`src/rtl/store_buffer_mc.sv`:
```
// Multi-channel store buffer: program-order circular queue with parallel write-back,
// in-order commit/drain and load bypass. Define SB_WB_FWD_EN to forward same-cycle write-backs.
module store_buffer_mc #(
    parameter int WORD_SIZE_P = 16,
    parameter int SB_ENTRY    = 8,
    parameter int NUM_WB      = 2,
    localparam int SBN_W      = $clog2(SB_ENTRY)
) (
    input  logic                          clk_i,
    input  logic                          reset_i,
    input  logic                          alloc_v_i,
    output logic                          alloc_ready_o,
    output logic [SBN_W-1:0]              alloc_num_o,
    input  logic [NUM_WB-1:0]             wb_v_i,
    input  logic [NUM_WB*SBN_W-1:0]       wb_num_i,
    input  logic [NUM_WB*WORD_SIZE_P-1:0] wb_addr_i,
    input  logic [NUM_WB*WORD_SIZE_P-1:0] wb_data_i,
    input  logic                          commit_v_i,
    input  logic                          flush_i,
    input  logic [WORD_SIZE_P-1:0]        ld_addr_i,
    input  logic [SBN_W-1:0]              ld_sb_num_i,
    output logic                          ld_bypass_v_o,
    output logic [WORD_SIZE_P-1:0]        ld_bypass_data_o,
    output logic [SB_ENTRY-1:0]           sb_wb_vector_o,
    output logic [SBN_W-1:0]              sb_commit_pt_o,
    output logic                          data_mem_w_v_o,
    output logic [WORD_SIZE_P-1:0]        data_mem_w_addr_o,
    output logic [WORD_SIZE_P-1:0]        data_mem_w_data_o,
    output logic                          clear_v_o,
    output logic [SBN_W-1:0]              clear_num_o
);

    logic [SBN_W-1:0]       r_head, r_cpt, r_tail;
    logic [SBN_W:0]         r_count;
    logic [SB_ENTRY-1:0]    r_valid, r_wb, r_cmt;
    logic [WORD_SIZE_P-1:0] r_addr [SB_ENTRY];
    logic [WORD_SIZE_P-1:0] r_data [SB_ENTRY];

    logic [SBN_W-1:0]       w_wb_num  [NUM_WB];
    logic [WORD_SIZE_P-1:0] w_wb_addr [NUM_WB];
    logic [WORD_SIZE_P-1:0] w_wb_data [NUM_WB];

    logic                   w_alloc, w_drain;
    logic [SBN_W-1:0]       w_head_n, w_cpt_n, w_cdiff;
    logic [SBN_W:0]         w_count_n;
    logic [SB_ENTRY-1:0]    w_valid_n, w_wb_n, w_cmt_n;

    always_comb begin
        for (int unsigned k = 0; k < NUM_WB; k++) begin
            w_wb_num[k]  = wb_num_i[k*SBN_W +: SBN_W];
            w_wb_addr[k] = wb_addr_i[k*WORD_SIZE_P +: WORD_SIZE_P];
            w_wb_data[k] = wb_data_i[k*WORD_SIZE_P +: WORD_SIZE_P];
        end
    end

    assign alloc_ready_o = (r_count != (SBN_W+1)'(SB_ENTRY));
    assign w_alloc       = alloc_v_i & alloc_ready_o & ~flush_i;
    assign w_drain       = r_valid[r_head] & r_cmt[r_head];
    assign w_head_n      = r_head + SBN_W'(w_drain);
    assign w_cpt_n       = r_cpt + SBN_W'(commit_v_i);
    assign w_cdiff       = w_cpt_n - w_head_n;

    always_comb begin
        w_valid_n = r_valid;
        w_wb_n    = r_wb;
        w_cmt_n   = r_cmt;
        if (w_alloc) begin
            w_valid_n[r_tail] = 1'b1;
            w_wb_n[r_tail]    = 1'b0;
            w_cmt_n[r_tail]   = 1'b0;
        end
        for (int unsigned k = 0; k < NUM_WB; k++)
            if (wb_v_i[k] && r_valid[w_wb_num[k]])
                w_wb_n[w_wb_num[k]] = 1'b1;
        if (commit_v_i)
            w_cmt_n[r_cpt] = 1'b1;
        if (w_drain) begin
            w_valid_n[r_head] = 1'b0;
            w_cmt_n[r_head]   = 1'b0;
        end
        if (flush_i)
            w_valid_n = w_valid_n & w_cmt_n;
    end

    // On flush only committed entries remain; cpt==head is ambiguous between 0 and a
    // completely committed queue, resolved by looking at the surviving head entry.
    always_comb begin
        w_count_n = r_count + (SBN_W+1)'(w_alloc) - (SBN_W+1)'(w_drain);
        if (flush_i) begin
            if (w_cdiff == '0 && w_valid_n[w_head_n] && w_cmt_n[w_head_n])
                w_count_n = (SBN_W+1)'(SB_ENTRY);
            else
                w_count_n = {1'b0, w_cdiff};
        end
    end

    always_ff @(posedge clk_i) begin
        if (reset_i) begin
            r_head  <= '0;
            r_cpt   <= '0;
            r_tail  <= '0;
            r_count <= '0;
            r_valid <= '0;
            r_wb    <= '0;
            r_cmt   <= '0;
        end else begin
            r_head  <= w_head_n;
            r_cpt   <= w_cpt_n;
            r_tail  <= flush_i ? w_cpt_n : r_tail + SBN_W'(w_alloc);
            r_count <= w_count_n;
            r_valid <= w_valid_n;
            r_wb    <= w_wb_n;
            r_cmt   <= w_cmt_n;
        end
    end

    always_ff @(posedge clk_i) begin
        for (int unsigned k = 0; k < NUM_WB; k++) begin
            if (wb_v_i[k] && r_valid[w_wb_num[k]]) begin
                r_addr[w_wb_num[k]] <= w_wb_addr[k];
                r_data[w_wb_num[k]] <= w_wb_data[k];
            end
        end
    end

    // Scan oldest to youngest so the last hit is the youngest older store.
    always_comb begin
        logic [SBN_W-1:0]       range_len;
        logic [SBN_W-1:0]       idx;
        logic                   e_wb;
        logic [WORD_SIZE_P-1:0] e_addr;
        logic [WORD_SIZE_P-1:0] e_data;
        ld_bypass_v_o    = 1'b0;
        ld_bypass_data_o = '0;
        range_len        = ld_sb_num_i - r_head;
        for (int unsigned i = 0; i < SB_ENTRY; i++) begin
            idx    = r_head + SBN_W'(i);
            e_wb   = r_valid[idx] & r_wb[idx];
            e_addr = r_addr[idx];
            e_data = r_data[idx];
`ifdef SB_WB_FWD_EN
            for (int unsigned k = 0; k < NUM_WB; k++) begin
                if (wb_v_i[k] && r_valid[idx] && w_wb_num[k] == idx) begin
                    e_wb   = 1'b1;
                    e_addr = w_wb_addr[k];
                    e_data = w_wb_data[k];
                end
            end
`else
`endif
            if (SBN_W'(i) < range_len && e_wb && e_addr == ld_addr_i) begin
                ld_bypass_v_o    = 1'b1;
                ld_bypass_data_o = e_data;
            end
        end
    end

    assign alloc_num_o       = r_tail;
    assign sb_wb_vector_o    = r_valid & r_wb;
    assign sb_commit_pt_o    = r_cpt;
    assign data_mem_w_v_o    = w_drain;
    assign data_mem_w_addr_o = w_drain ? r_addr[r_head] : '0;
    assign data_mem_w_data_o = w_drain ? r_data[r_head] : '0;
    assign clear_v_o         = w_drain;
    assign clear_num_o       = w_drain ? r_head : '0;

    a_alloc_full: assert property (@(posedge clk_i) disable iff (reset_i)
        alloc_v_i |-> alloc_ready_o);
    a_commit_wb: assert property (@(posedge clk_i) disable iff (reset_i)
        commit_v_i |-> (r_valid[r_cpt] && r_wb[r_cpt]));

    for (genvar k = 0; k < NUM_WB; k++) begin : g_wb_chk
        a_wb_valid: assert property (@(posedge clk_i) disable iff (reset_i)
            wb_v_i[k] |-> r_valid[w_wb_num[k]]);
        for (genvar j = k + 1; j < NUM_WB; j++) begin : g_pair
            a_wb_distinct: assert property (@(posedge clk_i) disable iff (reset_i)
                (wb_v_i[k] && wb_v_i[j]) |-> (w_wb_num[k] != w_wb_num[j]));
        end
    end

endmodule
```
`config.mk`:
```
export PLATFORM = sky130hd
export DESIGN_NAME = store_buffer_mc
export DESIGN_NICKNAME = d
export VERILOG_FILES = /design/src/rtl/store_buffer_mc.sv
export SDC_FILE = /design/constraint.sdc
export NUM_CORES = 1
export LEC_CHECK = 0
export CORE_MARGIN = 2
export CORE_UTILIZATION = 45
export DETAILED_ROUTE_END_ITERATION = 8
export PLACE_DENSITY = 0.69
export SLEW_MARGIN = 15
export SYNTH_ARGS = -nofsm -noshare
export SYNTH_HDL_FRONTEND = slang
export SYNTH_SLANG_ARGS = --single-unit
```
`constraint.sdc`:
```
create_clock -name clk_i -period 17.4 [get_ports clk_i]
set_clock_uncertainty 0.15 [all_clocks]
set_input_delay 4.35 -clock clk_i [delete_from_list [all_inputs] [get_ports clk_i]]
set_output_delay 4.35 -clock clk_i [all_outputs]
set_load 0.1 [all_outputs]
```
==> flow_summary.yaml <==
clocking:
  cts_tree: "built"
  cts.clk_slew.worst_paths_ps: 50
  cts.sinks: 293
  root_buffer: "clkbuf_16"
  postCtsResizedCells: 0
  cts_htree_levels: 2
  postCtsHoldBufs: 0
  tritoncts.num_buffers: 37
  clock_latency_ps: 560
  ctsLongestPathBuffers: 3
  post_cts_buffers: 0
logic_synthesis:
  synth.top_cell.area_share_pct: 29.55
  ys_warn_count: 0
  synthesis.instances: 2037
  synthFlopType: "edfxtp_1"
  syn-num-nets: 2155
  ys_types: 78
  synth_area_leaders: "edfxtp_1 (30%), mux4_2 (23%), mux2_2 (13%), mux2i_1 (7.1%), xnor2_1 (3.0%)"
  synth-edff-count: 256
  syn_area_um2: 26010
  synth-seq-cells: 293
  avgSynthCellArea_um2: 12.77
  yosysSeqAreaShare_pct: 32.40
  synthArstFlopShare_pct: 0
  yosysTopAreaCell: "edfxtp_1"
floorplan:
  rows: 88
  pin_count: 165
  die_area_um2: 59750
  start_util_pct: 45.26
  chipHeight_um: 244.4
  fp.dieW_um: 244.4
  core_um2: 57480
layout:
  seq_area_um2: 8437
  finalNetCount: 2204
  stdcell_area_um2: 29270
  fill_cells: 4960
  multi_input_area_um2: 16630
  syn2layout_area_growth_pct: 12.52
  final_cells: 2879
  layout_common_cells: "mux2_2 (300), mux4_2 (263), edfxtp_1 (256)"
  mostFrequentLayoutCell: "mux2_2"
  fin_util_pct: 50.93
  drive_above_1_share_pct: 33.35
status:
  status: "complete, no violations"
detailed_routing:
  wl_per_cell_um: 29.92
  firstDrtPassIters: 6
  via_count: 20090
  drc: 0
  finalWirelength_um: 86150
  vias_per_cell: 6.978
  drt-initial-drc-count: 2686
  antenna_left: 0
critical_path:
  r2r-start: "r_head[0]"
  startpoint_type: "input port"
  reg2regPathDepth: 11
  regToRegSetupSlack_ps: 12260
  arrival_ps: 10100
  worst_setup_path_end_kind: "output port"
  path_max_fanout: 18
  r2r-end: "r_count[3]"
  crit_required_ps: 12900
  critical_path_class: "in2out"
timing:
  period_needed_ps: 14600
  tns_ps: 0
  worst_slew_pin_slew_ps: 1160
  finalCritPeriodShare_pct: 83.91
  rsz0062_at_grt: "no"
  fmax_mhz: 68.49
  hold_violations: 0
  drv_slew: 0
  finalSetupViolCount: 0
  maxSlewHeadroom_pct: 22.67
global_route:
  grt-ovfl-total: 0
  antenna_found_initial: 10
  grt_pass1_wl_um: 128200
  grt_start_max_net_pins: 171
  grt_use_total_pct: 28.57
  grt_pass1_vias: 19710
pwr:
  p_leak_nw: 9.309
  p_total_mw: 1.763
  worst_ir_drop_vdd_uv: 55.18
  p_per_area_nw_per_um2: 60.21
min_path:
  hold_class: "reg2reg"
  whs_path_depth: 2
  min_to: "r_wb[7]"
  hold_path.startpoint: "r_wb[7]"
place:
  place.gp.congestion: 0.9937
  port_buffers: 164
  place_hpwl_um: 55250
  post-place-cells: 2812
  placed_cell_area_um2: 28090
job:
  max-cap-violations: 0
==> cells in the mapped netlist, types with 34 or more instances <==
library cell,instances
buf_1,34
buf_2,53
clkbuf_1,74
dfxtp_1,37
edfxtp_1,256
mux2_2,300
mux2i_1,184
mux4_2,263
nand2_1,90
nand3_1,50
nor2_1,90
xnor2_1,88
xor2_1,50
==> critical path, stage by stage <==
cell and delay, ps:
clkdlybuf4s50_1 390, inv_1 60, ha_1 130, inv_1 50, fa_1 370, xor2_1 160
xnor2_1 550, o2111a_1 310, and4_1 180, nand4_1 860, nand2_2 820, a221oi_1 110
a221oi_1 500, clkdlybuf4s50_1 1230
==> final cells by class <==
cell class / instances / area share (%)
Multi-Input combinational cell: 1520 / 56.83
Sequential cell: 293 / 28.82
Timing Repair Buffer: 203 / 6.651
Clock buffer: 44 / 3.325
Tap cell: 765 / 3.270
Clock inverter: 20 / 0.6796
Inverter: 31 / 0.4018
Antenna cell: 3 / 0.02565
==> worst max-delay path by stage <==
stage | end | slack, ps | startpoint
floorplan | ld_bypass_data_o[15] | 3920 | ld_sb_num_i[0]
global placement | ld_bypass_data_o[15] | 3000 | ld_sb_num_i[0]
detailed placement | ld_bypass_data_o[15] | 2900 | ld_sb_num_i[0]
CTS | ld_bypass_data_o[15] | 2910 | ld_sb_num_i[0]
global route | ld_bypass_data_o[15] | 2660 | ld_sb_num_i[0]
finish | ld_bypass_data_o[15] | 2800 | ld_sb_num_i[0]
==> per-stage QoR <==
step / setup slack, ps / hold WS [ps]
floorplan: 3917 / 307.3
global placement: 3004 / 322.2
detailed placement: 2904 / 334.5
CTS: 2914 / 346.9
global route: 2657 / 382.4
finish: 2800 / 337.1
==> per-layer routing <==
metal  up-vias  share of wire, %  global-route usage (%)
li1       8348                 -                       -
met1     10130                39                   38.72
met2      1346                46                   44.27
met3       257                11                   6.354
met4        14               4.5                   12.14
met5         -              0.11                       0
==> registers in the layout, summed over array words and instances, names as in the netlist <==
name            flops
r_cmt               8
r_addr            128
r_wb                8
sb_commit_pt_o      3
r_head              3
alloc_num_o         3
r_valid             8
r_data            128
r_count             4
==> logic make-up after synthesis <==
family	after synthesis	synth area share [%]
multiplexers	747	42.83
AO/OA/AOI/OAI	224	6.993
AND/OR/NAND/NOR	387	7.522
XOR/XNOR	140	4.771
adder cells (fa/ha/maj)	22	1.145
buffers and inverters	224	4.338
flip-flops	293	32.40
==> power breakdown <==
group	internal (mW)	switching, mW	leakage [nW]
clock network	0.446	0.315	0.571
logic	0.102	0.126	6.13
registers	0.767	0.00700	2.60
total	1.31	0.448	9.31
Note: power is estimated with default switching activity, not from simulation.
